<file path="config.mk">
export PLATFORM = sky130hd
export DESIGN_NAME = time_core_alarm
export DESIGN_NICKNAME = d
export VERILOG_FILES = /design/src/rtl/time_core_alarm.sv
export SDC_FILE = /design/constraint.sdc
export NUM_CORES = 1
export LEC_CHECK = 0
export ABC_CLOCK_PERIOD_IN_PS = 2300
export CAP_MARGIN = 20
export CORE_MARGIN = 1.5
export CORE_UTILIZATION = 45
export CTS_CLUSTER_DIAMETER = 50
export CTS_CLUSTER_SIZE = 20
export DETAILED_ROUTE_END_ITERATION = 10
export MAX_ROUTING_LAYER = met4
export PLACE_DENSITY_LB_ADDON = 0.12
export SLEW_MARGIN = 20
export SYNTH_ARGS = -nofsm -noshare
export SYNTH_HDL_FRONTEND = slang
export SYNTH_SLANG_ARGS = --single-unit
</file>
<file path="constraint.sdc">
create_clock -name CLOCK_50 -period 2.3 [get_ports CLOCK_50]
set_input_delay 0.46 -clock CLOCK_50 [delete_from_list [all_inputs] [get_ports CLOCK_50]]
set_output_delay 0.46 -clock CLOCK_50 [all_outputs]
set_load 0.02 [all_outputs]
</file>
<file path="src/rtl/time_core_alarm.sv">
// -----------------------------------------------------------------------------
// time_core_alarm
//
// Timekeeping core for the DE2 digital clock. A prescaler derives a sub-second
// tick from CLOCK_50 and drives a BCD cascade (sub-second, second, minute,
// hour). A debounced pushbutton edits one field at a time while in adjust mode.
// A daily alarm with an acknowledge/timeout state machine rings when the time
// reaches the programmed hour:minute.
//
// Parameters
//   CLK_HZ      input clock frequency, integer multiple of TICK_HZ
//   TICK_HZ     sub-second ticks per second (1, 10 or 100)
//   DB_CYCLES   cycles the synchronised button must be stable to be accepted
//   ALARM_SECS  seconds the alarm rings without acknowledge
//
// Ports
//   CLOCK_50      in   system clock
//   clr           in   asynchronous active-low reset
//   add           in   raw pushbutton, active-low, asynchronous
//   adjust        in   1 = edit mode (timekeeping halted), 0 = run
//   select[2:0]   in   field to edit: 0 sec, 1 min, 2 hour, 3 alarm min,
//                      4 alarm hour, 5..7 ignored
//   alarm_en      in   alarm arm level
//   alarm_ack     in   acknowledge level
//   subsec[7:0]   out  BCD sub-second 00..TICK_HZ-1
//   second[6:0]   out  BCD 00..59
//   minute[6:0]   out  BCD 00..59
//   hour[5:0]     out  BCD 00..23
//   alarm_min     out  BCD alarm minute
//   alarm_hour    out  BCD alarm hour
//   alarm_active  out  alarm ringing
//   sec_pulse     out  one-cycle pulse on every run-mode second increment
// -----------------------------------------------------------------------------
module time_core_alarm #(
    parameter int CLK_HZ     = 50_000_000,
    parameter int TICK_HZ    = 100,
    parameter int DB_CYCLES  = 1_000_000,
    parameter int ALARM_SECS = 60
) (
    input  logic       CLOCK_50,
    input  logic       clr,
    input  logic       add,
    input  logic       adjust,
    input  logic [2:0] select,
    input  logic       alarm_en,
    input  logic       alarm_ack,
    output logic [7:0] subsec,
    output logic [6:0] second,
    output logic [6:0] minute,
    output logic [5:0] hour,
    output logic [6:0] alarm_min,
    output logic [5:0] alarm_hour,
    output logic       alarm_active,
    output logic       sec_pulse
);

    localparam int DIV = CLK_HZ / TICK_HZ;
    localparam int PW  = (DIV > 1) ? $clog2(DIV) : 1;
    localparam int DBW = (DB_CYCLES > 1) ? $clog2(DB_CYCLES) : 1;
    localparam int ASW = (ALARM_SECS > 1) ? $clog2(ALARM_SECS) : 1;

    // Terminal sub-second value expressed in BCD (99, 09 or 00).
    localparam logic [7:0] SUBSEC_MAX = 8'((((TICK_HZ - 1) / 10) * 16) + ((TICK_HZ - 1) % 10));

    typedef enum logic {
        ALM_IDLE,
        ALM_RINGING
    } alm_state_t;

    // BCD increment of a two-digit value, wrapping to 00 after max_v.
    function automatic logic [7:0] bcd_inc(input logic [7:0] v, input logic [7:0] max_v);
        logic [7:0] r;
        if (v == max_v) begin
            r = 8'h00;
        end else if (v[3:0] == 4'h9) begin
            r = {v[7:4] + 4'h1, 4'h0};
        end else begin
            r = {v[7:4], v[3:0] + 4'h1};
        end
        return r;
    endfunction

    // ---------------------------------------------------------------- state
    logic [PW-1:0]  presc_q, presc_d;
    logic [7:0]     subsec_q, subsec_d;
    logic [6:0]     second_q, second_d;
    logic [6:0]     minute_q, minute_d;
    logic [5:0]     hour_q, hour_d;
    logic [6:0]     alarm_min_q, alarm_min_d;
    logic [5:0]     alarm_hour_q, alarm_hour_d;
    logic           sec_pulse_q, sec_pulse_d;

    logic [1:0]     sync_q, sync_d;
    logic           db_level_q, db_level_d;
    logic [DBW-1:0] db_cnt_q, db_cnt_d;
    logic           press_q, press_d;

    alm_state_t     state_q, state_d;
    logic [ASW-1:0] alarm_cnt_q, alarm_cnt_d;
    logic           alarm_active_q, alarm_active_d;

    logic           tick;
    logic           alarm_match;

    // --------------------------------------------------- button debouncer
    always_comb begin
        sync_d     = {sync_q[0], add};
        db_level_d = db_level_q;
        db_cnt_d   = db_cnt_q;
        press_d    = 1'b0;
        if (sync_q[1] == db_level_q) begin
            db_cnt_d = '0;
        end else if (db_cnt_q == DBW'(DB_CYCLES - 1)) begin
            // DB_CYCLES consecutive samples differed from the accepted level.
            db_level_d = sync_q[1];
            db_cnt_d   = '0;
            press_d    = ~sync_q[1];
        end else begin
            db_cnt_d = db_cnt_q + DBW'(1);
        end
    end

    // --------------------------------------------- prescaler and cascade
    always_comb begin
        presc_d      = presc_q;
        subsec_d     = subsec_q;
        second_d     = second_q;
        minute_d     = minute_q;
        hour_d       = hour_q;
        alarm_min_d  = alarm_min_q;
        alarm_hour_d = alarm_hour_q;
        sec_pulse_d  = 1'b0;
        tick         = 1'b0;

        if (adjust) begin
            presc_d = '0;
        end else if (presc_q == PW'(DIV - 1)) begin
            presc_d = '0;
            tick    = 1'b1;
        end else begin
            presc_d = presc_q + PW'(1);
        end

        if (tick) begin
            subsec_d = bcd_inc(subsec_q, SUBSEC_MAX);
            // With TICK_HZ=1 SUBSEC_MAX is 00, so every tick carries.
            if (subsec_q == SUBSEC_MAX) begin
                sec_pulse_d = 1'b1;
                second_d    = 7'(bcd_inc({1'b0, second_q}, 8'h59));
                if (second_q == 7'h59) begin
                    minute_d = 7'(bcd_inc({1'b0, minute_q}, 8'h59));
                    if (minute_q == 7'h59) begin
                        hour_d = 6'(bcd_inc({2'b00, hour_q}, 8'h23));
                    end
                end
            end
        end

        // Edits never carry into neighbouring fields; tick is idle in adjust.
        if (press_q && adjust) begin
            case (select)
                3'd0: begin
                    second_d = 7'(bcd_inc({1'b0, second_q}, 8'h59));
                    subsec_d = 8'h00;
                    presc_d  = '0;
                end
                3'd1: minute_d     = 7'(bcd_inc({1'b0, minute_q}, 8'h59));
                3'd2: hour_d       = 6'(bcd_inc({2'b00, hour_q}, 8'h23));
                3'd3: alarm_min_d  = 7'(bcd_inc({1'b0, alarm_min_q}, 8'h59));
                3'd4: alarm_hour_d = 6'(bcd_inc({2'b00, alarm_hour_q}, 8'h23));
                default: ;
            endcase
        end
    end

    // ------------------------------------------------------ alarm FSM
    // The match is evaluated on the registered fields in the cycle sec_pulse
    // is high, i.e. right after the tick that wrapped second to 00. That
    // entry pulse is consumed as the trigger, so the timeout counts only the
    // following ALARM_SECS second pulses.
    always_comb begin
        state_d     = state_q;
        alarm_cnt_d = alarm_cnt_q;
        alarm_match = sec_pulse_q && (second_q == 7'h00) &&
                      (minute_q == alarm_min_q) && (hour_q == alarm_hour_q);
        case (state_q)
            ALM_IDLE: begin
                if (alarm_match && alarm_en && !adjust) begin
                    state_d     = ALM_RINGING;
                    alarm_cnt_d = '0;
                end
            end
            ALM_RINGING: begin
                if (alarm_ack || !alarm_en || adjust) begin
                    state_d = ALM_IDLE;
                end else if (sec_pulse_q) begin
                    if (alarm_cnt_q == ASW'(ALARM_SECS - 1)) begin
                        state_d = ALM_IDLE;
                    end else begin
                        alarm_cnt_d = alarm_cnt_q + ASW'(1);
                    end
                end
            end
            default: state_d = ALM_IDLE;
        endcase
        alarm_active_d = (state_d == ALM_RINGING);
    end

    // ------------------------------------------------------- registers
    always_ff @(posedge CLOCK_50 or negedge clr) begin
        if (!clr) begin
            presc_q        <= '0;
            subsec_q       <= 8'h00;
            second_q       <= 7'h00;
            minute_q       <= 7'h00;
            hour_q         <= 6'h00;
            alarm_min_q    <= 7'h00;
            alarm_hour_q   <= 6'h07;
            sec_pulse_q    <= 1'b0;
            sync_q         <= 2'b11;
            db_level_q     <= 1'b1;
            db_cnt_q       <= '0;
            press_q        <= 1'b0;
            state_q        <= ALM_IDLE;
            alarm_cnt_q    <= '0;
            alarm_active_q <= 1'b0;
        end else begin
            presc_q        <= presc_d;
            subsec_q       <= subsec_d;
            second_q       <= second_d;
            minute_q       <= minute_d;
            hour_q         <= hour_d;
            alarm_min_q    <= alarm_min_d;
            alarm_hour_q   <= alarm_hour_d;
            sec_pulse_q    <= sec_pulse_d;
            sync_q         <= sync_d;
            db_level_q     <= db_level_d;
            db_cnt_q       <= db_cnt_d;
            press_q        <= press_d;
            state_q        <= state_d;
            alarm_cnt_q    <= alarm_cnt_d;
            alarm_active_q <= alarm_active_d;
        end
    end

    assign subsec       = subsec_q;
    assign second       = second_q;
    assign minute       = minute_q;
    assign hour         = hour_q;
    assign alarm_min    = alarm_min_q;
    assign alarm_hour   = alarm_hour_q;
    assign alarm_active = alarm_active_q;
    assign sec_pulse    = sec_pulse_q;

endmodule

</file>
==> results by stage <==
Run status:
- The flow ran to the end, and the final reports show no timing, DRC or antenna violations.

Pwr:
- The design draws 0.00287 W.
- Per report_power, the clock group accounts for 38.6% of the total.
- The share of total power in combinational logic is 4.0%.
- The fraction of power spent switching nets is 23.0%.
- The areal power density over the cells is 455 nW/um^2.
- In this run the static leakage power is 2.77 nW.
- Summed over all nets, the switching power comes to 0.000658 W.
- Sequential cells account for 57.4% of the total power.
- VDD sags by at most 0.323 mV.
- Cell internal power was estimated by the tool at 0.00221 W.

Critical path:
- In this run the worst path has a maximum fanout of 7.
- The required time of the critical path is 2.58 ns.
- The setup path with the least slack is of type reg2reg.
- For flop-to-flop paths, the worst setup slack is 0.04 ns.
- The worst setup path is launched from a flip-flop.
- The nature of the critical path endpoint is a flip-flop.
- Data arrives at the worst endpoint at 2.53 ns.

Detailed routing:
- The number of nets still failing antenna checks after routing is 0.
- Dividing the detail-routed via count by the number of cells gives 5.22.
- The first detailed-routing pass took 4 iterations.
- The first routing iteration left 208 violations.
- The final routed wirelength across all metal layers is 10.5 mm.
- In the final routed layout, each cell accounts on average for 13.9 um.
- After detailed routing, the number of remaining DRC violations is 0.
- The routed via count is 3,935.

Placed design:
- The final RePlAce weighted congestion is 0.834.
- At the placement stage, the worst setup path has a slack of -0.155 ns.
- The half-perimeter wire length after detailed placement is 7.79 mm.
- The placed cell area is 6060 um^2.
- The count of input and output buffers is 51.

Logic synthesis:
- Yosys printed 0 warnings.
- In this run the biggest area consumer among cell types represents 42.5% of the synthesized area.
- The average instance in the mapped netlist occupies 9.96 um^2.
- The most instantiated flip-flop cell in the synthesis netlist is sky130_fd_sc_hd__dfrtp_1.
- Synthesis produced a netlist with a net count of 542.
- The number of different library cells in the post-synthesis netlist is 56.
- For this run, the register share of the synthesized area comes to 45.6%.
- In the synthesized netlist the async set-or-reset flop fraction comes to 100%.
- The number of enable-type register cells in the synthesized netlist is 0.
- The area of the mapped netlist is 5060 um^2.
- The post-synthesis sequential element count is 92.
- The commonest cells after synthesis are 86 x sky130_fd_sc_hd__dfrtp_1, 68 x sky130_fd_sc_hd__nor2_1, 37 x sky130_fd_sc_hd__nand2_1, 37 x sky130_fd_sc_hd__xnor2_1, 25 x sky130_fd_sc_hd__ha_1.
- After technology mapping, the gate count stands at 508.
- Of all cell types, the one taking the most synthesized area is sky130_fd_sc_hd__dfrtp_1.
- Sorting the synthesized cells by area gives the leading types as sky130_fd_sc_hd__dfrtp_1 43%, sky130_fd_sc_hd__xnor2_1 6.4%, sky130_fd_sc_hd__ha_1 6.2%, sky130_fd_sc_hd__nor2_1 5.0%, sky130_fd_sc_hd__xor2_1 3.6%.
- In the post-synthesis netlist, the cell with the most instances is sky130_fd_sc_hd__dfrtp_1.

STA:
- Setup repair after global routing could not meet its margin everywhere.
- The worst-case setup margin in the final layout is 0.0442 ns.
- Counting I/O delays and the setup requirement, the final critical path takes 2.26 ns.
- The achievable frequency is 443 MHz.
- On the final layout, the worst clock skew is 0.0157 ns.
- The total count of max-transition violations in the final report is 0.
- The tightest hold path in the finished design has a slack of 0.0374 ns.
- The tightest slew margin relative to the limit is 66.0%.
- The pin slew with the least headroom to its limit is 0.505 ns.
- The final number of setup-violating endpoints is 0.
- The number of hold-slack violations in the final timing report came to 0.
- The worst path uses 98.1% of the clock period.

Run:
- The max-cap violation count is 0.

Floorplanning:
- The number of top-level design ports is 52.
- The area enclosed by the die boundary is 11,900 um^2.
- The floorplan core area is 10,900 um^2.
- The number of placement rows is 38.
- The die is 109 um tall.
- The width of the die is 109 um.
- The initial core utilization is 46.5%.

Clock tree:
- The TritonCTS buffer count is 9.
- The clock tree from TritonCTS is done.
- The clock passes through at most 2 buffers.
- The clock insertion delay at the later pin of the skew report is 0.38 ns.
- Clock-pin slew was measured on the worst setup and hold paths at 0.10 ns.
- The maximum level of the CTS H-tree is 3.
- The cell at the root of the clock tree is sky130_fd_sc_hd__clkbuf_8.
- The clock net sink count is 92.

GRT:
- Entering global routing, the biggest net connects 39 pins.
- The via count of the first global-routing pass was 3,711.
- Global routing used 19.8% of the available tracks.
- The sum of overflow across all layers after global routing is 0.
- The first global-routing pass estimated 17.6 mm of wire.
- The number of antenna violations at the first check in global routing is 0.

Cells and area:
- The antenna diode count is 0.
- In the final design database the tool counted 643 nets.
- The final-layout fill cell count is 993.
- The post-route netlist has 16.1% of its cells at a drive strength greater than 1.
- With fillers left out, the area of the finished cells amounts to 6300 um^2.
- The area growth from synthesis to layout is 24.5%.

Hold path:
- The min-delay analysis places its worst path in the category in2async.
sequential cells by signal, summed over array words and instances (netlist names):
| register | count |
|---|---|
| subsec | 8 |
| press_q | 1 |
| db_level_q | 1 |
| alarm_active | 1 |
| sec_pulse | 1 |
| db_cnt_q | 20 |
| second | 7 |
| alarm_cnt_q | 6 |
| minute | 7 |
| presc_q | 19 |
| alarm_hour | 6 |
| sync_q | 2 |
| hour | 6 |
| alarm_min | 7 |
cell type report:
class | instances | area, um^2 | share of cell area, %
inverter | 21 | 78.8 | 1.25
timing repair buffer | 98 | 873 | 13.9
clock buffer | 12 | 145 | 2.30
multi-input combinational | 387 | 2660 | 42.3
tap | 140 | 175 | 2.78
clock inverter | 4 | 50.0 | 0.795
sequential | 92 | 2310 | 36.7
what timing repair did:
action | 4_1_cts | 5_1_grt
pin swaps | 2 | 1
hold buffers | 0 | 0
buffers inserted | 1 | 3
endpoints found under the hold margin | 0 | 0
setup endpoints to repair | 8 | 16
gates cloned | 0 | 0
resized for setup | 1 | 8
power by group through the flow:
| stage | clock network, W | registers, W | logic, W |
|---|---|---|---|
| floorplan | 0 | 0.00168 | 0.0000356 |
| global placement | 0 | 0.00168 | 0.000119 |
| detailed placement | 0 | 0.00168 | 0.000119 |
| CTS | 0.00114 | 0.00165 | 0.000120 |
| global route | 0.00120 | 0.00165 | 0.000134 |
| finish | 0.00111 | 0.00165 | 0.000116 |
cell usage in the layout, fill, tap and decap left out, types with 3 or more instances in the layout:
cell type                         netlist  final
sky130_fd_sc_hd__dfrtp_1               86     84
sky130_fd_sc_hd__a21o_1                 5      5
sky130_fd_sc_hd__and3_1                13     13
sky130_fd_sc_hd__xnor2_1               37     37
sky130_fd_sc_hd__ha_1                  25     24
sky130_fd_sc_hd__inv_1                 21     19
sky130_fd_sc_hd__xor2_1                21     21
sky130_fd_sc_hd__nand4_1               13     13
sky130_fd_sc_hd__mux2i_1                6      6
sky130_fd_sc_hd__clkbuf_8               0     10
sky130_fd_sc_hd__nor4_4                 3      3
sky130_fd_sc_hd__nor4b_1                5      4
sky130_fd_sc_hd__o21ai_1                1      3
sky130_fd_sc_hd__nand2_1               37     37
sky130_fd_sc_hd__and3b_1                6      6
sky130_fd_sc_hd__a21oi_1               12     12
sky130_fd_sc_hd__clkdlybuf4s50_1        0     50
sky130_fd_sc_hd__nor3b_1                4      4
sky130_fd_sc_hd__or2_2                  5      4
sky130_fd_sc_hd__or3_1                  3      3
sky130_fd_sc_hd__and4_1                 5      5
sky130_fd_sc_hd__dfstp_2                6      6
sky130_fd_sc_hd__buf_4                  0     47
sky130_fd_sc_hd__nor3_1                13     13
sky130_fd_sc_hd__nand2b_1               7      7
sky130_fd_sc_hd__o22ai_1                3      3
sky130_fd_sc_hd__a211oi_1               4      4
sky130_fd_sc_hd__nor4_1                 6      6
sky130_fd_sc_hd__nor2_1                68     67
sky130_fd_sc_hd__o21ai_0               19     17
sky130_fd_sc_hd__mux2_2                11     10
sky130_fd_sc_hd__nand3b_1               3      3
sky130_fd_sc_hd__nand3_1               21     21
critical path, cell delays in order (launching register included):
cell                      delay [ns]
sky130_fd_sc_hd__dfrtp_1        0.38
sky130_fd_sc_hd__or4b_1         0.52
sky130_fd_sc_hd__or4_4          0.50
sky130_fd_sc_hd__nor4_4         0.15
sky130_fd_sc_hd__buf_4          0.18
sky130_fd_sc_hd__or2_4          0.13
sky130_fd_sc_hd__mux2_4         0.29
metrics by stage:
step                      util [%]  std cells  setup TNS (ns)
after floorplan                  -        508        -0.00398
after global placement        55.6        735          -0.920
after detailed placement      55.6        735           -1.28
after CTS                     57.5        752        -0.00983
after global routing          57.8        754          -0.205
final                         57.8        754               0
path summary, 6_finish.rpt:
kind                                        from                  endpoint  depth (start not counted)
min                                          clr  alarm_min[0]$_DFFE_PN0P_                          1
min reg2reg                  sync_q[0]$_DFF_PN1_       sync_q[1]$_DFF_PN1_                          0
min in group CLOCK_50        sync_q[0]$_DFF_PN1_       sync_q[1]$_DFF_PN1_                          0
max                        presc_q[12]$_DFF_PN0_       minute[0]$_DFF_PN0_                          6
max reg2reg                presc_q[12]$_DFF_PN0_       minute[0]$_DFF_PN0_                          6
max in group asynchronous                    clr       sync_q[1]$_DFF_PN1_                          2
kinds of logic after synthesis:
| family | after synthesis | share of synthesized area, % |
|---|---|---|
| buf+inv | 29 | 2.32 |
| mux | 18 | 3.86 |
| flops | 92 | 45.6 |
| simple gates | 222 | 23.8 |
| xor+xnor | 58 | 10.0 |
| fa+ha+maj | 25 | 6.18 |
| compound gates | 64 | 8.16 |
metal layers:
layer / global-route usage [%] / up-vias / wire [um]
met2: 30.4 / 49 / 4890
met4: 8.46 / 0 / 189
li1: - / 1989 / -
met3: 2.99 / 16 / 340
met1: 26.1 / 1881 / 5090
met5: - / - / 0
Note: power is estimated with default switching activity, not from simulation.
